==> config.mk <==
export PLATFORM = sky130hd
export DESIGN_NAME = noc_router_sync
export DESIGN_NICKNAME = d
export VERILOG_FILES = /design/src/rtl/noc_pkg.sv /design/src/rtl/noc_fifo.sv /design/src/rtl/noc_router_sync.sv
export SDC_FILE = /design/constraint.sdc
export NUM_CORES = 2
export LEC_CHECK = 0
export ABC_AREA = 1
export BUFFER_PORTS_ARGS = -buffer_cell sky130_fd_sc_hd__buf_2
export CORE_MARGIN = 2
export CORE_UTILIZATION = 34
export CTS_BUF_LIST = sky130_fd_sc_hd__clkbuf_16
export DETAILED_ROUTE_END_ITERATION = 12
export GPL_TIMING_DRIVEN = 0
export PLACE_DENSITY = 0.52
export SYNTH_ARGS = -nofsm -noshare
export SYNTH_HDL_FRONTEND = slang
export SYNTH_SLANG_ARGS = --single-unit
==> constraint.sdc <==
create_clock -name clk -period 12.19 [get_ports clk]
set_input_delay 1.219 -clock clk [delete_from_list [all_inputs] [get_ports clk]]
set_output_delay 1.219 -clock clk [all_outputs]
set_load 0.01 [all_outputs]
==> src/rtl/noc_pkg.sv <==
// noc_pkg: shared definitions for the mesh router.
//   - port index enum (PE, LEFT, RIGHT, UP, DOWN) and NPORTS
//   - packet field offset helpers, parametrised by ADDR_W / DATA_W
//   - dimension-ordered route function and a modulo-NPORTS increment
// Packet layout, MSB->LSB: flag | dest_x | dest_y | src_x | src_y | payload
package noc_pkg;

    localparam int NPORTS = 5;

    typedef enum logic [2:0] {
        PE    = 3'd0,
        LEFT  = 3'd1,
        RIGHT = 3'd2,
        UP    = 3'd3,
        DOWN  = 3'd4
    } port_e;

    function automatic int pkt_width(input int addr_w, input int data_w);
        return 1 + 4 * addr_w + data_w;
    endfunction

    function automatic int dest_x_lsb(input int addr_w, input int data_w);
        return data_w + 3 * addr_w;
    endfunction

    function automatic int dest_y_lsb(input int addr_w, input int data_w);
        return data_w + 2 * addr_w;
    endfunction

    function automatic int src_x_lsb(input int addr_w, input int data_w);
        return data_w + addr_w;
    endfunction

    function automatic int src_y_lsb(input int addr_w, input int data_w);
        return data_w;
    endfunction

    // Dimension-ordered routing; the preferred dimension is resolved first
    // and the other one is only consulted once the first coordinate matches.
    function automatic port_e route(input int unsigned dest_x, input int unsigned dest_y,
                                    input int unsigned my_x, input int unsigned my_y,
                                    input logic yx);
        port_e x_port;
        port_e y_port;
        if (dest_x > my_x)      x_port = RIGHT;
        else if (dest_x < my_x) x_port = LEFT;
        else                    x_port = PE;
        if (dest_y > my_y)      y_port = UP;
        else if (dest_y < my_y) y_port = DOWN;
        else                    y_port = PE;
        if (yx) return (y_port != PE) ? y_port : x_port;
        return (x_port != PE) ? x_port : y_port;
    endfunction

    // (base + offset) mod NPORTS for base, offset < NPORTS.
    function automatic logic [2:0] wrap_add(input logic [2:0] base, input logic [2:0] offset);
        logic [3:0] sum;
        sum = {1'b0, base} + {1'b0, offset};
        return (sum >= 4'(NPORTS)) ? 3'(sum - 4'(NPORTS)) : sum[2:0];
    endfunction

endpackage

==> src/rtl/noc_fifo.sv <==
// noc_fifo: synchronous input buffer with a registered occupancy count.
// Ports:
//   clk, reset        rising-edge clock, asynchronous active-high reset
//   push, wr_data     write strobe and data (caller guarantees !full)
//   pop, rd_data      read strobe (caller guarantees !empty); rd_data is the head
//   full, empty       decoded from the registered count only
module noc_fifo #(
    parameter int WIDTH = 8,
    parameter int DEPTH = 4
) (
    input  logic             clk,
    input  logic             reset,
    input  logic             push,
    input  logic [WIDTH-1:0] wr_data,
    input  logic             pop,
    output logic [WIDTH-1:0] rd_data,
    output logic             full,
    output logic             empty
);

    localparam int PTR_W = (DEPTH > 1) ? $clog2(DEPTH) : 1;
    localparam int CNT_W = $clog2(DEPTH + 1);

    logic [WIDTH-1:0] mem [DEPTH];
    logic [PTR_W-1:0] rd_ptr;
    logic [PTR_W-1:0] wr_ptr;
    logic [CNT_W-1:0] count;

    assign full    = (count == CNT_W'(DEPTH));
    assign empty   = (count == '0);
    assign rd_data = mem[rd_ptr];

    // NOTE: storage is deliberately not reset; validity is tracked by count,
    // so clearing the array would only add reset fan-out.
    always_ff @(posedge clk) begin
        if (push) mem[wr_ptr] <= wr_data;
    end

    // NOTE: sequential state uses non-blocking assignments so every flop
    // samples pre-edge values regardless of statement order.
    always_ff @(posedge clk or posedge reset) begin
        if (reset) begin
            rd_ptr <= '0;
            wr_ptr <= '0;
            count  <= '0;
        end else begin
            // DEPTH is a power of two, so the pointers wrap naturally.
            if (push) wr_ptr <= wr_ptr + PTR_W'(1);
            if (pop)  rd_ptr <= rd_ptr + PTR_W'(1);
            case ({push, pop})
                2'b10:   count <= count + CNT_W'(1);
                2'b01:   count <= count - CNT_W'(1);
                default: count <= count;
            endcase
        end
    end

endmodule

==> src/rtl/noc_router_sync.sv <==
// noc_router_sync: 5-port buffered mesh router (PE, LEFT, RIGHT, UP, DOWN).
// Ports (all arrays indexed by port: PE=0, LEFT=1, RIGHT=2, UP=3, DOWN=4):
//   clk, reset               rising-edge clock, asynchronous active-high reset
//   in_data/in_valid/in_ready  per-input valid/ready push into that port's FIFO
//   out_data/out_valid/out_ready  per-output single-entry register, valid/ready
//   out_count                 delivered packets per output, wraps at 16 bits
module noc_router_sync
    import noc_pkg::*;
#(
    parameter int MY_X       = 1,
    parameter int MY_Y       = 1,
    parameter int ADDR_W     = 2,
    parameter int DATA_W     = 24,
    parameter int FIFO_DEPTH = 4,
    parameter int ROUTE_YX   = 0,
    localparam int PKT_W     = 1 + 4 * ADDR_W + DATA_W
) (
    input  logic               clk,
    input  logic               reset,
    input  logic [PKT_W-1:0]   in_data   [NPORTS],
    input  logic [NPORTS-1:0]  in_valid,
    output logic [NPORTS-1:0]  in_ready,
    output logic [PKT_W-1:0]   out_data  [NPORTS],
    output logic [NPORTS-1:0]  out_valid,
    input  logic [NPORTS-1:0]  out_ready,
    output logic [15:0]        out_count [NPORTS]
);

    localparam int DX_LSB = dest_x_lsb(ADDR_W, DATA_W);
    localparam int DY_LSB = dest_y_lsb(ADDR_W, DATA_W);

    // Holds in_ready low until the first edge after reset release.
    logic              started;
    logic [NPORTS-1:0] fifo_full;
    logic [NPORTS-1:0] fifo_empty;
    logic [NPORTS-1:0] push;
    logic [NPORTS-1:0] pop;
    logic [PKT_W-1:0]  head      [NPORTS];
    port_e             head_port [NPORTS];
    logic [NPORTS-1:0] gnt_valid;
    logic [2:0]        gnt_idx   [NPORTS];
    logic [2:0]        rr_ptr    [NPORTS];

    assign in_ready = started ? ~fifo_full : '0;
    assign push     = in_valid & in_ready;

    for (genvar i = 0; i < NPORTS; i++) begin : g_in
        noc_fifo #(
            .WIDTH (PKT_W),
            .DEPTH (FIFO_DEPTH)
        ) u_fifo (
            .clk     (clk),
            .reset   (reset),
            .push    (push[i]),
            .wr_data (in_data[i]),
            .pop     (pop[i]),
            .rd_data (head[i]),
            .full    (fifo_full[i]),
            .empty   (fifo_empty[i])
        );

        assign head_port[i] = route(32'(head[i][DX_LSB +: ADDR_W]),
                                    32'(head[i][DY_LSB +: ADDR_W]),
                                    MY_X, MY_Y, ROUTE_YX != 0);
    end

    // Per-output round-robin: first requester at or after rr_ptr, cyclically.
    // An output competes only when its register is empty or draining now.
    // NOTE: every combinational output gets a default before any condition,
    // otherwise untaken paths would infer latches.
    always_comb begin
        pop       = '0;
        gnt_valid = '0;
        for (int o = 0; o < NPORTS; o++) begin
            gnt_idx[o] = '0;
            if (!out_valid[o] || out_ready[o]) begin
                for (int k = 0; k < NPORTS; k++) begin
                    if (!gnt_valid[o]
                        && !fifo_empty[wrap_add(rr_ptr[o], 3'(k))]
                        && head_port[wrap_add(rr_ptr[o], 3'(k))] == port_e'(o)) begin
                        gnt_valid[o] = 1'b1;
                        gnt_idx[o]   = wrap_add(rr_ptr[o], 3'(k));
                    end
                end
            end
            // A head has a single destination, so at most one output pops it.
            if (gnt_valid[o]) pop[gnt_idx[o]] = 1'b1;
        end
    end

    always_ff @(posedge clk or posedge reset) begin
        if (reset) begin
            started   <= 1'b0;
            out_valid <= '0;
            for (int o = 0; o < NPORTS; o++) begin
                out_data[o]  <= '0;
                out_count[o] <= '0;
                rr_ptr[o]    <= '0;
            end
        end else begin
            started <= 1'b1;
            for (int o = 0; o < NPORTS; o++) begin
                // A grant overrides a drain, giving back-to-back transfers.
                if (gnt_valid[o]) begin
                    out_valid[o] <= 1'b1;
                    out_data[o]  <= head[gnt_idx[o]];
                    rr_ptr[o]    <= wrap_add(gnt_idx[o], 3'd1);
                end else if (out_ready[o]) begin
                    out_valid[o] <= 1'b0;
                end
                if (out_valid[o] && out_ready[o]) out_count[o] <= out_count[o] + 16'd1;
            end
        end
    end

endmodule

==> impl_metrics.json <==
{
  "seq_area_frac_synth_pct": 54.5,
  "hold_viol_final": 0,
  "yosys.cell_types.count": 58,
  "die_x_um": 388,
  "wire_per_inst_um": 26.1,
  "cp.required_ns": 12.85,
  "placed_area_um2": 55500,
  "route.detailed.drc": 0,
  "gr-total-overflow": 0,
  "synth_area_um2": 50200,
  "crit_arrival_ns": 7.24,
  "synth_edf_count": 660,
  "fmax_mhz": 152,
  "die_h_um": 388,
  "clk_pin_slew_ns": 0.06,
  "post-place-ws_ns": 6.01,
  "syn_area_per_cell_um2": 8.82,
  "setup_viol": 0,
  "routed_wirelength_um": 216000,
  "clockBufferDepth": 3,
  "die_area_um2": 151000,
  "drt_iter0_markers": 4729,
  "synth_top_cell_area_share_pct": 39.5,
  "drv_cap": 2,
  "h-tree-depth": 3,
  "slew_viol_final": 31,
  "relSlewSlack_pct": -8.27,
  "synthFlopType": "edfxtp_1",
  "run_status": "finished, violations left",
  "rsz0062_at_grt": "false",
  "hpwl_um": 167000,
  "grt_max_degree": 108,
  "ioPinCount": 432,
  "ys_seq_elements": 961,
  "clockRootBuffer": "clkbuf_16",
  "insertion_delay_ns": 0.81,
  "hp-class": "flip-flop to flip-flop",
  "nets": 6527,
  "tritoncts": "done",
  "path_class": "flip-flop to flip-flop",
  "ant_nets": 0,
  "coreArea_um2": 146000,
  "cts_setup_buffers": 0,
  "numCtsBuffers": 106,
  "syn-num-nets": 5957,
  "period_share_pct": 54.0,
  "yosys_warnings": 0,
  "gp_congestion": 1.02,
  "grt_usage_pct": 27.8,
  "critPathMaxFanout": 9,
  "vias_per_cell": 5.37,
  "antenna_found_initial": 20,
  "fin_crit_ns": 6.58,
  "synth_largest_area_cell": "edfxtp_1",
  "worst_slew_pin_slew_ns": 1.62,
  "fin_ws_ns": 5.61,
  "finalInstanceArea_um2": 59100,
  "grt_first_pass_wirelength_um": 302000,
  "async_flop_share_pct": 31.3,
  "grt.met1_usage_pct": 36.2,
  "fin_skew_ns": 0.107,
  "drive_above_1_share_pct": 14.7,
  "use_met3_pct": 5.36,
  "critPathMostFrequentCell": "nand2_1",
  "synthTopCellsByArea": "edfxtp_1 40%, dfrtp_1 15%, nand2_1 14%",
  "slowest_stage": "nand3_1",
  "violations": "capacitance limit, slew limit",
  "startpoint_type": "flip-flop",
  "row_count": 140,
  "endpoint_kind": "flip-flop",
  "crit_path_max_incr_delay_ns": 0.76,
  "cts.repair.resized": 0,
  "first_global_vias": 41200,
  "start_util_pct": 34.3,
  "area_growth_pct": 17.8,
  "firstDrtPassIters": 6,
  "io_buffers": 431,
  "busiest_layer": "met2",
  "vias": 44400,
  "cts_sinks": 961,
  "synth_cells": 5690,
  "hold_buffers": 0,
  "use_met2_pct": 44.0
}
[registers in the layout (all words and copies together), names as in the netlist]
register	count
started	1
g_in.u_fifo.wr_ptr	10
rr_ptr	15
out_valid	5
g_in.u_fifo.rd_ptr	10
out_count	80
g_in.u_fifo.mem	660
out_data	165
g_in.u_fifo.count	15
[cells by family after synthesis]
kind of cell / Yosys count / share of synthesized area (%)
muxes: 4 / 0.0898
xor gates and xnor gates: 116 / 2.04
buffers and inverters: 757 / 6.37
and+or+nand+nor: 3110 / 26.5
AOI/OAI and AO/OA: 651 / 8.08
other: 1 / 0.00748
adders and majority gates: 90 / 2.39
DFF: 961 / 54.5
[through the flow]
step           hold slack, ns  setup TNS (ns)  cells  utilization (%)
6_report                0.462               0   8280             40.4
5_1_grt                 0.479               0   8273             40.4
4_1_cts                 0.466               0   8271             40.4
3_5_place_dp            0.451               0   8069             38.0
3_3_place_gp            0.445         -574.81   8038             37.5
2_1_floorplan           0.446               0   5690                -
[critical path, delay by kind of cell, from the launching register on]
| kind | cells | cell delay, ns |
|---|---|---|
| simple gates | 17 | 3.12 |
| fa+ha+maj | 4 | 1.51 |
| compound gates | 3 | 0.75 |
| buf+inv | 5 | 0.64 |
| flops | 1 | 0.42 |
[cells in the mapped netlist (4+ instances only)]
library cell,count
nand2_1,1848
edfxtp_1,660
nand3_1,606
inv_1,441
nor2_1,404
dfrtp_1,301
a21oi_1,180
o21ai_0,175
a32oi_1,111
nand4_1,101
buf_2,99
clkbuf_1,86
xor2_1,83
ha_1,80
o211ai_1,62
o21ai_1,49
buf_1,44
nand3b_1,41
inv_2,36
o22ai_1,36
buf_4,34
xnor2_1,32
nand2_2,30
nor3_1,15
or2_2,15
nor2_2,14
buf_6,13
fa_1,10
nand3_2,8
a31oi_1,6
nor2_4,6
a21oi_2,5
a32o_1,5
a21oi_4,4
mux2_2,4
nand2_4,4
nor3b_1,4
nor4_1,4
[cells in the final DEF (no fill, tap or decap), types with 8 or more instances in the layout]
cell and count:
dfrtp_1 301, o22ai_1 36, nand2_2 30, or2_2 15, inv_1 464, clkinv_2 17
nor2_1 384, buf_1 44, nor3_1 15, xor2_1 83, clkinv_1 21, diode_2 9
buf_4 37, buf_16 8, xnor2_1 32, buf_2 530, nand2_1 1848, edfxtp_1 660
bufinv_16 12, o21ai_1 49, o211ai_1 62, clkbuf_16 107, o21ai_0 175, inv_2 42
ha_1 80, nor2_4 26, clkbuf_1 86, nor2_2 14, buf_6 19, fa_1 10
a32oi_1 111, a21oi_1 180, nand3_1 606, nand3_2 8, nand3b_1 41, buf_12 14
nand4_1 101
[path summary, 6_finish.rpt]
check                               from                       to  slack (ns)  cells after the start
hold / removal             out_count[47]            out_count[47]        0.46                      1
max in group asynchronous          reset             out_data[92]       10.04                      4
setup reg to reg               rr_ptr[3]  g_in[2].u_fifo.count[1]        5.61                     29
min in group asynchronous          reset            out_count[25]        0.63                      2
setup / recovery               rr_ptr[3]  g_in[2].u_fifo.count[1]        5.61                     29
hold reg to reg            out_count[47]            out_count[47]        0.46                      1
[final cells by class]
| class | instances | area [µm²] |
|---|---|---|
| tap | 1917 | 2400 |
| inverter | 481 | 1820 |
| multi-input combinational | 3972 | 19800 |
| fill | 14600 | 87000 |
| clock inverter | 95 | 905 |
| buffer | 276 | 1390 |
| clock buffer | 107 | 2680 |
| antenna | 9 | 22.5 |
| timing repair buffer | 462 | 2750 |
| sequential | 961 | 27400 |
[layer usage]
| metal | vias up | wire (µm) |
|---|---|---|
| li1 | 20300 | - |
| met1 | 21600 | 87400 |
| met2 | 2029 | 98400 |
| met3 | 507 | 17200 |
| met4 | 24 | 13000 |
| met5 | - | 168 |
Power is not shown: default switching activity piles up to over one toggle a cycle in this logic, so the estimate is an artifact.
